**src/rtl/pcf_pkg.sv**
```systemverilog
// pcf_pkg: shared definitions for the PC/fetch block.
//   - next-PC select encodings (NPC_SEQ/NPC_BR/NPC_J/NPC_JR)
//   - fetch FSM state encodings
//   - default reset PC
package pcf_pkg;

  localparam logic [1:0] NPC_SEQ = 2'd0;
  localparam logic [1:0] NPC_BR  = 2'd1;
  localparam logic [1:0] NPC_J   = 2'd2;
  localparam logic [1:0] NPC_JR  = 2'd3;

  typedef enum logic [1:0] {
    S_IDLE = 2'd0,
    S_REQ  = 2'd1,
    S_HOLD = 2'd2,
    S_DROP = 2'd3
  } pcf_state_e;

  localparam logic [31:0] PCF_RESET_PC = 32'h0040_0000;

endpackage

```
**src/rtl/npc_mux.sv**
```systemverilog
// npc_mux: combinational redirect-target selection.
// Ports:
//   redir_sel   in  2  : NPC_SEQ / NPC_BR / NPC_J / NPC_JR
//   redir_pc4   in  32 : PC+4 of the redirecting instruction
//   br_offset   in  16 : branch immediate (word offset, signed)
//   jump_target in  32 : result of the jump concatenation stage
//   jr_target   in  32 : rs value for JR
//   target      out 32 : selected target, wraps mod 2^32
module npc_mux
  import pcf_pkg::*;
(
  input  logic [1:0]  redir_sel,
  input  logic [31:0] redir_pc4,
  input  logic [15:0] br_offset,
  input  logic [31:0] jump_target,
  input  logic [31:0] jr_target,
  output logic [31:0] target
);

  logic signed [31:0] br_disp;
  logic        [31:0] br_target;

  // Sign-extended immediate scaled to bytes; the add wraps naturally.
  assign br_disp   = {{14{br_offset[15]}}, br_offset, 2'b00};
  assign br_target = redir_pc4 + br_disp;

  always_comb begin
    target = redir_pc4;
    case (redir_sel)
      NPC_SEQ: target = redir_pc4;
      NPC_BR:  target = br_target;
      NPC_J:   target = jump_target;
      NPC_JR:  target = jr_target;
      default: target = redir_pc4;
    endcase
  end

endmodule

```
**src/rtl/pc_fetch.sv**
```systemverilog
// pc_fetch: architectural PC and single-outstanding instruction fetch.
// Configuration macro: PCF_ALIGN_CHECK_EN (misaligned-JR detection).
// Ports:
//   clk, rst_n                 : clock, async active-low reset
//   imem_req/addr/ack/rdata    : instruction memory request channel
//   inst_valid/ready, inst,
//   inst_pc                    : fetched instruction towards decode
//   pc4_hi, instr_index        : operands for the jump concatenation stage
//   redir_valid/sel/pc4,
//   br_offset, jump_target,
//   jr_target                  : redirect inputs
//   misalign                   : one-cycle pulse on misaligned JR
module pc_fetch
  import pcf_pkg::*;
#(
  parameter logic [31:0] RESET_PC = PCF_RESET_PC
) (
  input  logic        clk,
  input  logic        rst_n,
  output logic        imem_req,
  output logic [31:0] imem_addr,
  input  logic        imem_ack,
  input  logic [31:0] imem_rdata,
  output logic        inst_valid,
  input  logic        inst_ready,
  output logic [31:0] inst,
  output logic [31:0] inst_pc,
  output logic [3:0]  pc4_hi,
  output logic [25:0] instr_index,
  input  logic        redir_valid,
  input  logic [1:0]  redir_sel,
  input  logic [31:0] redir_pc4,
  input  logic [15:0] br_offset,
  input  logic [31:0] jump_target,
  input  logic [31:0] jr_target,
  output logic        misalign
);

  pcf_state_e  state_q, state_d;
  logic [31:0] pc_q, pc_d;
  logic [31:0] addr_q, addr_d;
  logic [31:0] inst_q, inst_d;
  logic [31:0] inst_pc_q, inst_pc_d;
  logic        misalign_q, misalign_d;

  logic [31:0] raw_tgt;
  logic [31:0] tgt;
  logic        redir;
  logic        bad_jr;
  logic [31:0] inst_pc4;

  npc_mux u_npc_mux (
    .redir_sel   (redir_sel),
    .redir_pc4   (redir_pc4),
    .br_offset   (br_offset),
    .jump_target (jump_target),
    .jr_target   (jr_target),
    .target      (raw_tgt)
  );

`ifdef PCF_ALIGN_CHECK_EN
  // A misaligned JR is reported and otherwise ignored: no PC change, no drop.
  assign bad_jr = redir_valid && (redir_sel == NPC_JR) && (raw_tgt[1:0] != 2'b00);
  assign redir  = redir_valid && !bad_jr;
  assign tgt    = raw_tgt;
`else
  assign bad_jr = 1'b0;
  assign redir  = redir_valid;
  assign tgt    = raw_tgt & ~32'h3;
`endif

  always_comb begin
    state_d    = state_q;
    pc_d       = pc_q;
    addr_d     = addr_q;
    inst_d     = inst_q;
    inst_pc_d  = inst_pc_q;
    misalign_d = bad_jr;

    case (state_q)
      S_IDLE: begin
        state_d = S_REQ;
        if (redir) begin
          pc_d   = tgt;
          addr_d = tgt;
        end else begin
          addr_d = pc_q;
        end
      end
      S_REQ: begin
        if (redir) begin
          pc_d = tgt;
          if (imem_ack) begin
            // Returned word belongs to the old path; reissue at the target.
            state_d = S_REQ;
            addr_d  = tgt;
          end else begin
            state_d = S_DROP;
          end
        end else if (imem_ack) begin
          state_d   = S_HOLD;
          inst_d    = imem_rdata;
          inst_pc_d = pc_q;
          pc_d      = pc_q + 32'd4;
        end
      end
      S_HOLD: begin
        if (redir) begin
          state_d = S_REQ;
          pc_d    = tgt;
          addr_d  = tgt;
        end else if (inst_ready) begin
          state_d = S_REQ;
          addr_d  = pc_q;
        end
      end
      S_DROP: begin
        if (redir) begin
          pc_d = tgt;
          // If the stale request completes in the same cycle, go straight
          // to the new target instead of waiting on an ack that never comes.
          if (imem_ack) begin
            state_d = S_REQ;
            addr_d  = tgt;
          end
        end else if (imem_ack) begin
          state_d = S_REQ;
          addr_d  = pc_q;
        end
      end
      default: state_d = S_IDLE;
    endcase
  end

  always_ff @(posedge clk or negedge rst_n) begin
    if (!rst_n) begin
      state_q    <= S_IDLE;
      pc_q       <= RESET_PC;
      addr_q     <= RESET_PC;
      inst_q     <= 32'h0;
      inst_pc_q  <= 32'h0;
      misalign_q <= 1'b0;
    end else begin
      state_q    <= state_d;
      pc_q       <= pc_d;
      addr_q     <= addr_d;
      inst_q     <= inst_d;
      inst_pc_q  <= inst_pc_d;
      misalign_q <= misalign_d;
    end
  end

  assign inst_pc4    = inst_pc_q + 32'd4;
  assign imem_req    = (state_q == S_REQ) || (state_q == S_DROP);
  assign imem_addr   = addr_q;
  assign inst_valid  = (state_q == S_HOLD);
  assign inst        = inst_q;
  assign inst_pc     = inst_pc_q;
  assign pc4_hi      = inst_pc4[31:28];
  assign instr_index = inst_q[25:0];
  assign misalign    = misalign_q;

endmodule

```
**config.mk**
```make
export PLATFORM = sky130hd
export DESIGN_NAME = pc_fetch
export DESIGN_NICKNAME = d
export VERILOG_FILES = /design/src/rtl/pcf_pkg.sv /design/src/rtl/npc_mux.sv /design/src/rtl/pc_fetch.sv
export SDC_FILE = /design/constraint.sdc
export NUM_CORES = 1
export LEC_CHECK = 0
export CAP_MARGIN = 20
export CELL_PAD_IN_SITES_DETAIL_PLACEMENT = 0
export CELL_PAD_IN_SITES_GLOBAL_PLACEMENT = 1
export CORE_AREA = 8 8 247 130
export DETAILED_ROUTE_END_ITERATION = 12
export DIE_AREA = 0 0 255 138
export GPL_TIMING_DRIVEN = 0
export PLACE_DENSITY_LB_ADDON = 0.1
export SYNTH_ARGS = -nofsm -noshare
export SYNTH_HDL_FRONTEND = slang
export SYNTH_SLANG_ARGS = --single-unit
```
**constraint.sdc**
```tcl
create_clock -name clk -period 2.6 [get_ports clk]
set_clock_uncertainty 0.15 [all_clocks]
set_input_delay 0.52 -clock clk [delete_from_list [all_inputs] [get_ports clk]]
set_output_delay 0.52 -clock clk [all_outputs]
set_load 0.005 [all_outputs]
```
==> flow_summary.json <==
{
  "yosysWarnings": 0,
  "die_width_um": 255,
  "report.final.slew_viol_count": 0,
  "yosysSeqAreaShare_pct": 36.0,
  "layout_setup_ws_ps": -283,
  "cp-end-kind": "flip-flop",
  "worst_path_most_repeated_cell": "a21o_1",
  "vias": 9299,
  "vdd.ir_drop.worst_v": 0.000505,
  "synth_top_family_by_area": "compound AO/OA/AOI/OAI gates",
  "synth_ff_type": "dfrtp_1",
  "netlist_area_um2": 9050,
  "powerDensity_nw_per_um2": 707,
  "maxCapViolCount": 0,
  "cts_buffers": 17,
  "yosys.area_share.xor_xnor_pct": 3.10,
  "grt_max_degree": 73,
  "antenna_found_initial": 1,
  "max_slew_margin_pct": 33.9,
  "cts.sinks": 130,
  "antenna_cells": 0,
  "synth_edf_count": 0,
  "synth_compound_area_share_pct": 19.1,
  "clk_latency_ps": 430,
  "grt_pass1_wl_mm": 60.3,
  "synth_nets": 1139,
  "initial_core_util_pct": 31.7,
  "cts_root_buffer": "clkbuf_16",
  "io_pins": 280,
  "setup_violations": 32,
  "path_clk_slew_ps": 60,
  "crit_required_ps": 2760,
  "fin_area_um2": 14400,
  "violations": "negative setup slack",
  "portBuffers": 269,
  "yosysTopAreaCell": "dfrtp_1",
  "worst_pin_slew_ps": 992,
  "cts_tree": "built",
  "drive_gt1_share_pct": 33.6,
  "async_flop_share_pct": 100,
  "dpl_cell_area_um2": 12500,
  "drc": 0,
  "hold_path.class": "reg -> reg",
  "seqCellArea_um2": 3260,
  "crit_chain": "buf_16 > ha_4 > buf_6 > a21o_1 > a21o_1 > a21oi_4 > o21bai_1 > o21bai_4 > a221oi_2 > xnor2_1 > mux4_2 > a21o_1",
  "rows": 44,
  "area_growth_pct": 58.9,
  "startpoint_type": "input pin",
  "criticalPathCategory": "in -> reg",
  "dieArea_um2": 35200,
  "rsz0062_at_grt": "true",
  "slowest_stage": "mux4_2",
  "crit_family": "compound AO/OA/AOI/OAI gates",
  "synth.top_cell.area_share_pct": 35.4,
  "die_h_um": 138,
  "grt_pass1_vias": 9414,
  "hold_viol": 0,
  "ys_seq_elements": 130,
  "core_um2": 28500,
  "power_uw": 10200,
  "overflow": 0,
  "nNetsFinal": 1486,
  "max_freq_mhz": 347,
  "n_fill_cell": 2681,
  "max-clock-path-buffers": 2,
  "leakage_uw": 0.00582,
  "vias_per_cell": 5.44,
  "place_ws_ps": -1860,
  "wl_mm": 40.3,
  "wl_per_cell_um": 23.6,
  "cpPeakStageDelay_ps": 520,
  "drt_iter0_drc": 1027,
  "drt_first_pass_iters": 5,
  "avgSynthCellArea_um2": 9.46,
  "yosys.area_share.simple_pct": 16.7,
  "fin_crit_ps": 2880,
  "multi_input_area_um2": 6280,
  "synth-adder-area-share_pct": 4.37,
  "min_period_over_period_pct": 111,
  "crit_arrival_ps": 3050,
  "grt_usage_pct": 22.5,
  "yosysUniqueCellTypes": 84,
  "dp_hpwl_mm": 31.8,
  "whs_ps": 338,
  "synth_cells": 957,
  "synth.area.mux_share_pct": 15.0,
  "gp_congestion": 0.899,
  "antenna_left": 0,
  "ys_top_cells_by_area": "dfrtp_1, mux2_2, ha_1, nand2_1, mux4_2",
  "crit_buf_inv": 2,
  "status": "finished with violations",
  "crit_fanout": 15,
  "setup_tns_ps": -3710,
  "htreeDepth": 4
}
-- power breakdown --
part           internal, uW  switching (uW)
Clock                  1460             961
Sequential             2630             551
Combinational          2680            1880
Total                  6770            3390
-- cells by family after synthesis --
kind of cell,after synthesis
adders and majority gates,31
buffers and inverters,104
other,1
AOI/OAI and AO/OA,245
DFF,130
muxes,108
and+or+nand+nor,306
xor gates and xnor gates,32
-- worst paths after layout --
path                                    start       endpoint  slack (ps)  cells past startpoint
worst max-delay path            br_offset[15]  imem_addr[30]        -280                     12
worst max register to register     state_q[1]       pc_q[25]        -110                      9
min in group asynchronous               rst_n  imem_addr[16]         500                      2
worst min-delay path             imem_addr[8]   imem_addr[8]         340                      2
worst min register to register   imem_addr[8]   imem_addr[8]         340                      2
max in group asynchronous               rst_n        pc_q[8]         960                      3
-- worst min-delay path: stages, from the launching register on --
cell and delay [ps]:
dfrtp_1 340, nand2_1 50, o21ai_0 60
-- Yosys cell counts (14+ instances only) --
cell / instances
nand3_1: 26
mux4_2: 15
xor2_1: 14
ha_1: 30
mux2_2: 73
buf_4: 27
o21ai_0: 51
inv_1: 20
mux2i_1: 20
a21o_1: 21
clkbuf_1: 44
dfrtp_1: 128
nor3_1: 24
xnor2_1: 18
nand4_1: 15
a21oi_1: 50
nand2_1: 95
nor2_1: 70
nor2b_1: 19
-- layout by cell type (no fill, tap or decap), types with 6 or more instances in the layout --
cell / instances
mux2i_1: 20
inv_1: 16
a211oi_2: 6
a21o_1: 21
a21oi_2: 19
a221oi_1: 6
o21a_1: 10
dlygate4sd2_1: 10
nand4_1: 15
clkbuf_1: 17
nand3_1: 20
nand2_1: 93
and2_1: 8
xor2_1: 12
buf_2: 21
a21oi_1: 27
o21ai_0: 31
nor2_1: 56
nor3_1: 20
o21ai_1: 7
o21ai_2: 12
clkdlybuf4s50_1: 223
dfrtp_1: 125
clkbuf_16: 17
mux2_2: 71
mux4_2: 15
a22oi_1: 9
clkbuf_2: 20
nor2_2: 7
buf_6: 21
ha_4: 23
nor2b_1: 16
nor2_4: 8
buf_4: 81
xnor2_1: 15
o211ai_1: 9
-- layer usage --
metal	track usage [%]	vias to the layer above	routed length [um]
li1	-	4223	-
met1	33.6	4653	19200
met2	31.9	383	16900
met3	6.19	38	3720
met4	3.91	2	448
met5	0	-	13
-- timing repair --
| action | 4_1_cts | 5_1_grt |
|---|---|---|
| resized for setup | 321 | 68 |
| hold buffers | 1 | 0 |
| setup buffers | 57 | 7 |
| pin swaps | 91 | 39 |
| hold endpoints to repair | 56 | 0 |
| endpoints found under the setup margin | 133 | 106 |
-- sequential cells by signal, summed over array words and instances (netlist names) --
signal     count
imem_addr     32
inst          32
inst_pc       32
pc_q          32
state_q        2
-- metrics by stage --
stage,cells,utilization [%]
3_3_place_gp,1617,43.8
6_report,1708,50.4
5_1_grt,1708,50.4
4_1_cts,1704,49.5
2_1_floorplan,957,-
3_5_place_dp,1618,43.9
-- layout make-up --
type	count	share of cell area, %
Timing Repair Buffer	334	22.2
Sequential cell	130	22.7
Inverter	21	0.557
Tap cell	391	3.40
Multi-Input combinational cell	723	43.7
Clock buffer	20	3.18
Buffer	77	3.33
Clock inverter	12	0.931
No activity file was read; power rests on OpenSTA's default activity.
